**src/rtl/mem_access_ctrl.sv**
```systemverilog
// M-stage memory access controller: qualifies and aligns loads/stores, runs the bus
// handshake and returns the raw load word with a one-cycle completion pulse.
//
// state | meaning
// IDLE  | ready for a new request; illegal requests raise an address exception here
// REQ   | bus_req held with latched address/data until bus_gnt
// WAIT  | load granted, waiting for bus_rvalid or the timeout
// RESP  | one-cycle completion (rsp_valid), bus_err marks a timed-out load
module mem_access_ctrl #(
    parameter int TIMEOUT_CYCLES = 255
) (
    input  logic        clk,
    input  logic        reset,
    input  logic        req_valid,
    input  logic        req_we,
    input  logic [1:0]  req_op,
    input  logic [31:0] req_addr,
    input  logic [31:0] req_wdata,
    output logic        req_ready,
    output logic        stall,
    output logic        bus_req,
    output logic        bus_we,
    output logic [31:0] bus_addr,
    output logic [3:0]  bus_byteen,
    output logic [31:0] bus_wdata,
    input  logic        bus_gnt,
    input  logic        bus_rvalid,
    input  logic [31:0] bus_rdata,
    output logic        rsp_valid,
    output logic [31:0] rsp_rdata,
    output logic [1:0]  rsp_byte_addr,
    output logic [1:0]  rsp_load_op,
    output logic        bus_err,
    output logic        exc_adel,
    output logic        exc_ades
);

    localparam int CW = (TIMEOUT_CYCLES > 1) ? $clog2(TIMEOUT_CYCLES) : 1;
    localparam logic [CW-1:0] CNT_LAST = CW'(TIMEOUT_CYCLES - 1);

    typedef enum logic [1:0] {
        S_IDLE = 2'd0,
        S_REQ  = 2'd1,
        S_WAIT = 2'd2,
        S_RESP = 2'd3
    } state_t;

    state_t        state_q, state_d;
    logic [CW-1:0] cnt_q, cnt_d;
    logic          err_q, err_d;
    logic [31:0]   rsp_rdata_q, rsp_rdata_d;
    logic [1:0]    rsp_byte_addr_q, rsp_byte_addr_d;
    logic [1:0]    rsp_load_op_q, rsp_load_op_d;

    logic          we_q, we_d;
    logic [1:0]    op_q, op_d;
    logic [31:0]   addr_q, addr_d;
    logic [3:0]    byteen_q, byteen_d;
    logic [31:0]   wdata_q, wdata_d;

    logic          legal;
    logic          is_idle;
    logic [3:0]    byteen_new;
    logic [31:0]   wdata_new;

    always_comb begin
        legal      = 1'b0;
        byteen_new = 4'b0000;
        wdata_new  = 32'h0;
        case (req_op)
            2'b00: begin
                legal      = (req_addr[1:0] == 2'b00);
                byteen_new = 4'b1111;
                wdata_new  = req_wdata;
            end
            2'b01: begin
                legal      = ~req_addr[0];
                byteen_new = req_addr[1] ? 4'b1100 : 4'b0011;
                wdata_new  = {2{req_wdata[15:0]}};
            end
            2'b10: begin
                legal      = 1'b1;
                byteen_new = 4'b0001 << req_addr[1:0];
                wdata_new  = {4{req_wdata[7:0]}};
            end
            default: begin
                legal      = 1'b0;
                byteen_new = 4'b0000;
                wdata_new  = 32'h0;
            end
        endcase
    end

    assign is_idle = (state_q == S_IDLE);

    always_comb begin
        state_d         = state_q;
        cnt_d           = cnt_q;
        err_d           = err_q;
        rsp_rdata_d     = rsp_rdata_q;
        rsp_byte_addr_d = rsp_byte_addr_q;
        rsp_load_op_d   = rsp_load_op_q;
        we_d            = we_q;
        op_d            = op_q;
        addr_d          = addr_q;
        byteen_d        = byteen_q;
        wdata_d         = wdata_q;
        case (state_q)
            S_IDLE: begin
                if (req_valid && legal) begin
                    we_d     = req_we;
                    op_d     = req_op;
                    addr_d   = req_addr;
                    byteen_d = byteen_new;
                    wdata_d  = wdata_new;
                    state_d  = S_REQ;
                end
            end
            S_REQ: begin
                if (bus_gnt) begin
                    cnt_d   = '0;
                    err_d   = 1'b0;
                    state_d = we_q ? S_RESP : S_WAIT;
                end
            end
            S_WAIT: begin
                if (bus_rvalid) begin
                    rsp_rdata_d     = bus_rdata;
                    rsp_byte_addr_d = addr_q[1:0];
                    rsp_load_op_d   = op_q;
                    err_d           = 1'b0;
                    state_d         = S_RESP;
                end else if (cnt_q == CNT_LAST) begin
                    // abandoned load completes with a zero word flagged as a bus error
                    rsp_rdata_d     = 32'h0;
                    rsp_byte_addr_d = addr_q[1:0];
                    rsp_load_op_d   = op_q;
                    err_d           = 1'b1;
                    state_d         = S_RESP;
                end else begin
                    cnt_d = cnt_q + CW'(1);
                end
            end
            S_RESP: begin
                err_d   = 1'b0;
                state_d = S_IDLE;
            end
            default: state_d = S_IDLE;
        endcase
    end

    always_ff @(posedge clk or negedge reset) begin
        if (!reset) begin
            state_q         <= S_IDLE;
            cnt_q           <= '0;
            err_q           <= 1'b0;
            rsp_rdata_q     <= 32'h0;
            rsp_byte_addr_q <= 2'b00;
            rsp_load_op_q   <= 2'b00;
            we_q            <= 1'b0;
            op_q            <= 2'b00;
            addr_q          <= 32'h0;
            byteen_q        <= 4'b0000;
            wdata_q         <= 32'h0;
        end else begin
            state_q         <= state_d;
            cnt_q           <= cnt_d;
            err_q           <= err_d;
            rsp_rdata_q     <= rsp_rdata_d;
            rsp_byte_addr_q <= rsp_byte_addr_d;
            rsp_load_op_q   <= rsp_load_op_d;
            we_q            <= we_d;
            op_q            <= op_d;
            addr_q          <= addr_d;
            byteen_q        <= byteen_d;
            wdata_q         <= wdata_d;
        end
    end

    assign req_ready     = is_idle;
    assign stall         = (is_idle & req_valid & legal) | (state_q == S_REQ) | (state_q == S_WAIT);
    assign exc_adel      = is_idle & req_valid & ~legal & ~req_we;
    assign exc_ades      = is_idle & req_valid & ~legal & req_we;

    // bus side is fully quiet whenever no request is outstanding
    assign bus_req       = (state_q == S_REQ);
    assign bus_we        = bus_req & we_q;
    assign bus_addr      = bus_req ? {addr_q[31:2], 2'b00} : 32'h0;
    assign bus_byteen    = bus_req ? byteen_q : 4'b0000;
    assign bus_wdata     = bus_req ? wdata_q : 32'h0;

    assign rsp_valid     = (state_q == S_RESP);
    assign bus_err       = rsp_valid & err_q;
    assign rsp_rdata     = rsp_rdata_q;
    assign rsp_byte_addr = rsp_byte_addr_q;
    assign rsp_load_op   = rsp_load_op_q;

endmodule

```
**config.mk**
```make
export PLATFORM = sky130hd
export DESIGN_NAME = mem_access_ctrl
export DESIGN_NICKNAME = d
export VERILOG_FILES = /design/src/rtl/mem_access_ctrl.sv
export SDC_FILE = /design/constraint.sdc
export NUM_CORES = 1
export LEC_CHECK = 0
export CAP_MARGIN = 20
export CORE_MARGIN = 4
export CORE_UTILIZATION = 51
export DETAILED_ROUTE_END_ITERATION = 12
export DONT_BUFFER_PORTS = 1
export PLACE_DENSITY = 0.69
export SYNTH_ARGS = -nofsm -noshare
export SYNTH_HDL_FRONTEND = slang
export SYNTH_SLANG_ARGS = --single-unit
export TNS_END_PERCENT = 50
```
**constraint.sdc**
```tcl
create_clock -name clk -period 4.15 [get_ports clk]
set_clock_uncertainty 0.1 [all_clocks]
set_input_delay 0.6225 -clock clk [delete_from_list [all_inputs] [get_ports clk]]
set_output_delay 0.6225 -clock clk [all_outputs]
set_load 0.1 [all_outputs]
```
==> results_dict.tcl <==
set metrics [dict create \
    worst_r2r_endpoint "byteen_q[1]$_DFFE_PN0P_" \
    post_synth_inst_count 517 \
    grt_setup_unrepaired "false" \
    worst_skew_pair.late_latency_ns 0.52 \
    clk_pin_slew_worst_setup_hold_paths_ns 0.06 \
    drt-pass1-iter-count 4 \
    globalplace.congestion 0.792 \
    insertedDiodeCount 0 \
    endpoint_kind "primary output" \
    antenna_violating_nets_post_route 0 \
    rr_worst_depth 8 \
    num_io_pins 216 \
    timing.critical_path.from_type "flip-flop" \
    post-route-period-util_pct 84.2 \
    finish.cell_count_without_fillers 697 \
    synthesized_area_per_cell_sq_um 11.0 \
    min-delay-path-class "input pin to flip-flop" \
    worstSetupPathType "flip-flop to primary output" \
    synthMuxAreaShare_pct 13.7 \
    synth_simple_gate_area_share_pct 15.5 \
    detail_route.wirelength_microns 14100 \
    dr.first_iter.drc_count 354 \
    combinational_family_with_the_most_area_after_synthesis "simple AND/OR/NAND/NOR gates" \
    cts_buffers 17 \
    maxClockFrequency_mhz 286 \
    clock_sink_count 118 \
    clock_tree.root_cell "sky130_fd_sc_hd__clkbuf_8" \
    total_global_routing_track_utilization_pct 22.4 \
    critical_path.max_fanout 44 \
    synthArstFlopShare_pct 100 \
    yosys_warnings 0 \
    routed_via_density 5.85 \
    final_number_of_setup_violating_endpoints 0 \
    clk_path_buf_depth 2 \
    yosys.area_share.xor_xnor_pct 0.155 \
    synthToLayoutAreaGrowth_pct 17.9 \
    floorplan.die.width_microns 113 \
    fp-row-count 38 \
    buffer_ports.inserted 0 \
    wl_per_cell_microns 20.3 \
    r2r_setup_slack_ns 1.22 \
    run_status "completed" \
    final_nets 655 \
    chipHeight_microns 113 \
    grt_max_degree 119 \
    yosys_register_bits 118 \
    yosysSeqAreaShare_pct 52.1 \
    synthFlopType "sky130_fd_sc_hd__dfrtp_1" \
    grt_first_pass_wirelength_microns 22400 \
    synth_adder_area_share_pct 1.55 \
    grt_pass1_vias 4158 \
    place_inst 662 \
    worst_r2r_src "state_q[0]$_DFFE_PN0P_" \
    final_hold_viol_count 0 \
    timing.max_cap.violations 0 \
    netlist_top_cells_area "sky130_fd_sc_hd__dfrtp_1, sky130_fd_sc_hd__mux2_2, sky130_fd_sc_hd__and2_1" \
    total_die_area_sq_mm 0.0129 \
    tns_ns 0 \
    core_region_area_sq_mm 0.0108 \
    finalWorstPathRequiredPeriod_ns 3.50 \
    cts_tree "built" \
    initial_antenna_violation_count 0 \
    routed-via-count 4077 \
    report.final.slew_viol_count 0 \
    area_fraction_in_compound_gates_after_synthesis_pct 12.8 \
    required_ns 3.43 \
    detailed_place_hpwl_microns 9780 \
    ctsHtreeMaxLevel 4 \
    synth.cell_area_sq_mm 0.00566 \
    synth.top_cell.area_share_pct 52.1 \
    total_grt_overflow 0 \
    post_route_cells_drive_above_1_share_pct 22.6 \
    worst_ep_arrival_time_ns 2.77 \
    drc 0 \
    timing.critical_path.to "bus_addr[25]" \
    start_util_pct 52.2 \
    critPathLaunch "state_q[1]$_DFFE_PN0P_" \
    yosysTopAreaCell "sky130_fd_sc_hd__dfrtp_1" \
    actual_slew_at_the_worst_max_slew_pin_ns 1.06 \
    timing.max_slew.rel_slack_pct 29.3 \
    ys_types 49 \
    synth_edf_count 0 \
]
worst min-delay path by stage:
stage,startpoint,end,cells past startpoint
global placement,reset,addr_q[20]$_DFFE_PN0P_,0
global route,bus_rdata[29],rsp_rdata[29]$_DFFE_PN0P_,1
floorplan,reset,addr_q[0]$_DFFE_PN0P_,0
finish,bus_rdata[12],rsp_rdata[12]$_DFFE_PN0P_,1
detailed placement,reset,addr_q[20]$_DFFE_PN0P_,0
CTS,bus_rdata[29],rsp_rdata[29]$_DFFE_PN0P_,1
worst max-delay path, cell delays in order (launching register included):
cell and delay (ns):
sky130_fd_sc_hd__dfrtp_1 0.42, sky130_fd_sc_hd__inv_1 0.12, sky130_fd_sc_hd__ha_2 0.65, sky130_fd_sc_hd__buf_4 0.55, sky130_fd_sc_hd__and2_1 0.21, sky130_fd_sc_hd__buf_4 0.29
synth_stat cells (2+ instances only):
library cell	count
sky130_fd_sc_hd__a21boi_0	2
sky130_fd_sc_hd__a21oi_1	41
sky130_fd_sc_hd__a22o_1	32
sky130_fd_sc_hd__a41o_1	2
sky130_fd_sc_hd__and2_1	70
sky130_fd_sc_hd__and3_1	3
sky130_fd_sc_hd__buf_1	3
sky130_fd_sc_hd__buf_2	5
sky130_fd_sc_hd__buf_4	7
sky130_fd_sc_hd__clkbuf_1	22
sky130_fd_sc_hd__dfrtp_1	118
sky130_fd_sc_hd__ha_1	7
sky130_fd_sc_hd__inv_1	16
sky130_fd_sc_hd__mux2_1	4
sky130_fd_sc_hd__mux2_2	45
sky130_fd_sc_hd__mux2i_1	21
sky130_fd_sc_hd__nand2_1	16
sky130_fd_sc_hd__nand2b_1	7
sky130_fd_sc_hd__nand3_1	11
sky130_fd_sc_hd__nand4_1	2
sky130_fd_sc_hd__nor2_1	31
sky130_fd_sc_hd__nor2b_1	10
sky130_fd_sc_hd__o21ai_0	16
metal layers:
layer	GRT usage, %	up-vias	share of wire [%]
met5	0	-	0
met4	9.21	0	2.0
met3	8.59	23	7.7
met2	35.0	147	49
met1	28.2	2058	41
li1	-	1849	-
metrics by stage:
stage	util [%]	worst slack (ns)	area (sq um)	hold WS [ns]
2_1_floorplan	-	0.547	5670	0.227
3_3_place_gp	55.3	1.22	5990	0.231
3_5_place_dp	55.3	1.15	5990	0.232
4_1_cts	61.3	0.597	6650	0.104
5_1_grt	61.6	0.456	6680	0.105
6_report	61.6	0.655	6680	0.132
registers in the layout, indices dropped and copies added, names as in the netlist:
register,flops
err_q,1
cnt_q,8
byteen_q,4
rsp_byte_addr,2
wdata_q,32
rsp_load_op,2
we_q,1
addr_q,32
state_q,2
rsp_rdata,32
op_q,2
layout by cell type (no fill, tap or decap), types with 3 or more instances in the layout:
cell type / count
sky130_fd_sc_hd__nor2b_1: 10
sky130_fd_sc_hd__inv_1: 16
sky130_fd_sc_hd__a21oi_1: 41
sky130_fd_sc_hd__ha_1: 6
sky130_fd_sc_hd__dfrtp_1: 118
sky130_fd_sc_hd__and2_1: 70
sky130_fd_sc_hd__mux2_2: 45
sky130_fd_sc_hd__nand2b_1: 7
sky130_fd_sc_hd__nand2_1: 16
sky130_fd_sc_hd__and3_1: 3
sky130_fd_sc_hd__clkbuf_16: 16
sky130_fd_sc_hd__nor2_1: 31
sky130_fd_sc_hd__nand3_1: 11
sky130_fd_sc_hd__mux2i_1: 21
sky130_fd_sc_hd__bufinv_16: 3
sky130_fd_sc_hd__mux2_1: 4
sky130_fd_sc_hd__clkbuf_8: 7
sky130_fd_sc_hd__o21ai_0: 16
sky130_fd_sc_hd__a22o_1: 32
sky130_fd_sc_hd__buf_4: 41
sky130_fd_sc_hd__clkinv_2: 4
timing repair:
item / 4_1_cts / 5_1_grt
hold buffers: 2 / 0
gates resized for setup: 0 / 0
setup buffers: 0 / 0
hold endpoints to repair: 118 / 0
area by class of cell:
class | instances | area, sq um
multi-input combinational | 347 | 2500
fill | 888 | 4170
clock buffer | 24 | 500
sequential | 118 | 2950
tap | 140 | 175
clock inverter | 8 | 118
timing repair buffer | 44 | 373
inverter | 16 | 60.1
cells by family after synthesis:
| logic type | after synthesis |
|---|---|
| AND/OR/NAND/NOR | 158 |
| flip-flops | 118 |
| AO/OA/AOI/OAI | 108 |
| multiplexers | 71 |
| buffers and inverters | 53 |
| adder cells (fa/ha/maj) | 7 |
| other | 1 |
| XOR/XNOR | 1 |
Power is not shown: default switching activity piles up to over one toggle a cycle in this logic, so the estimate is an artifact.
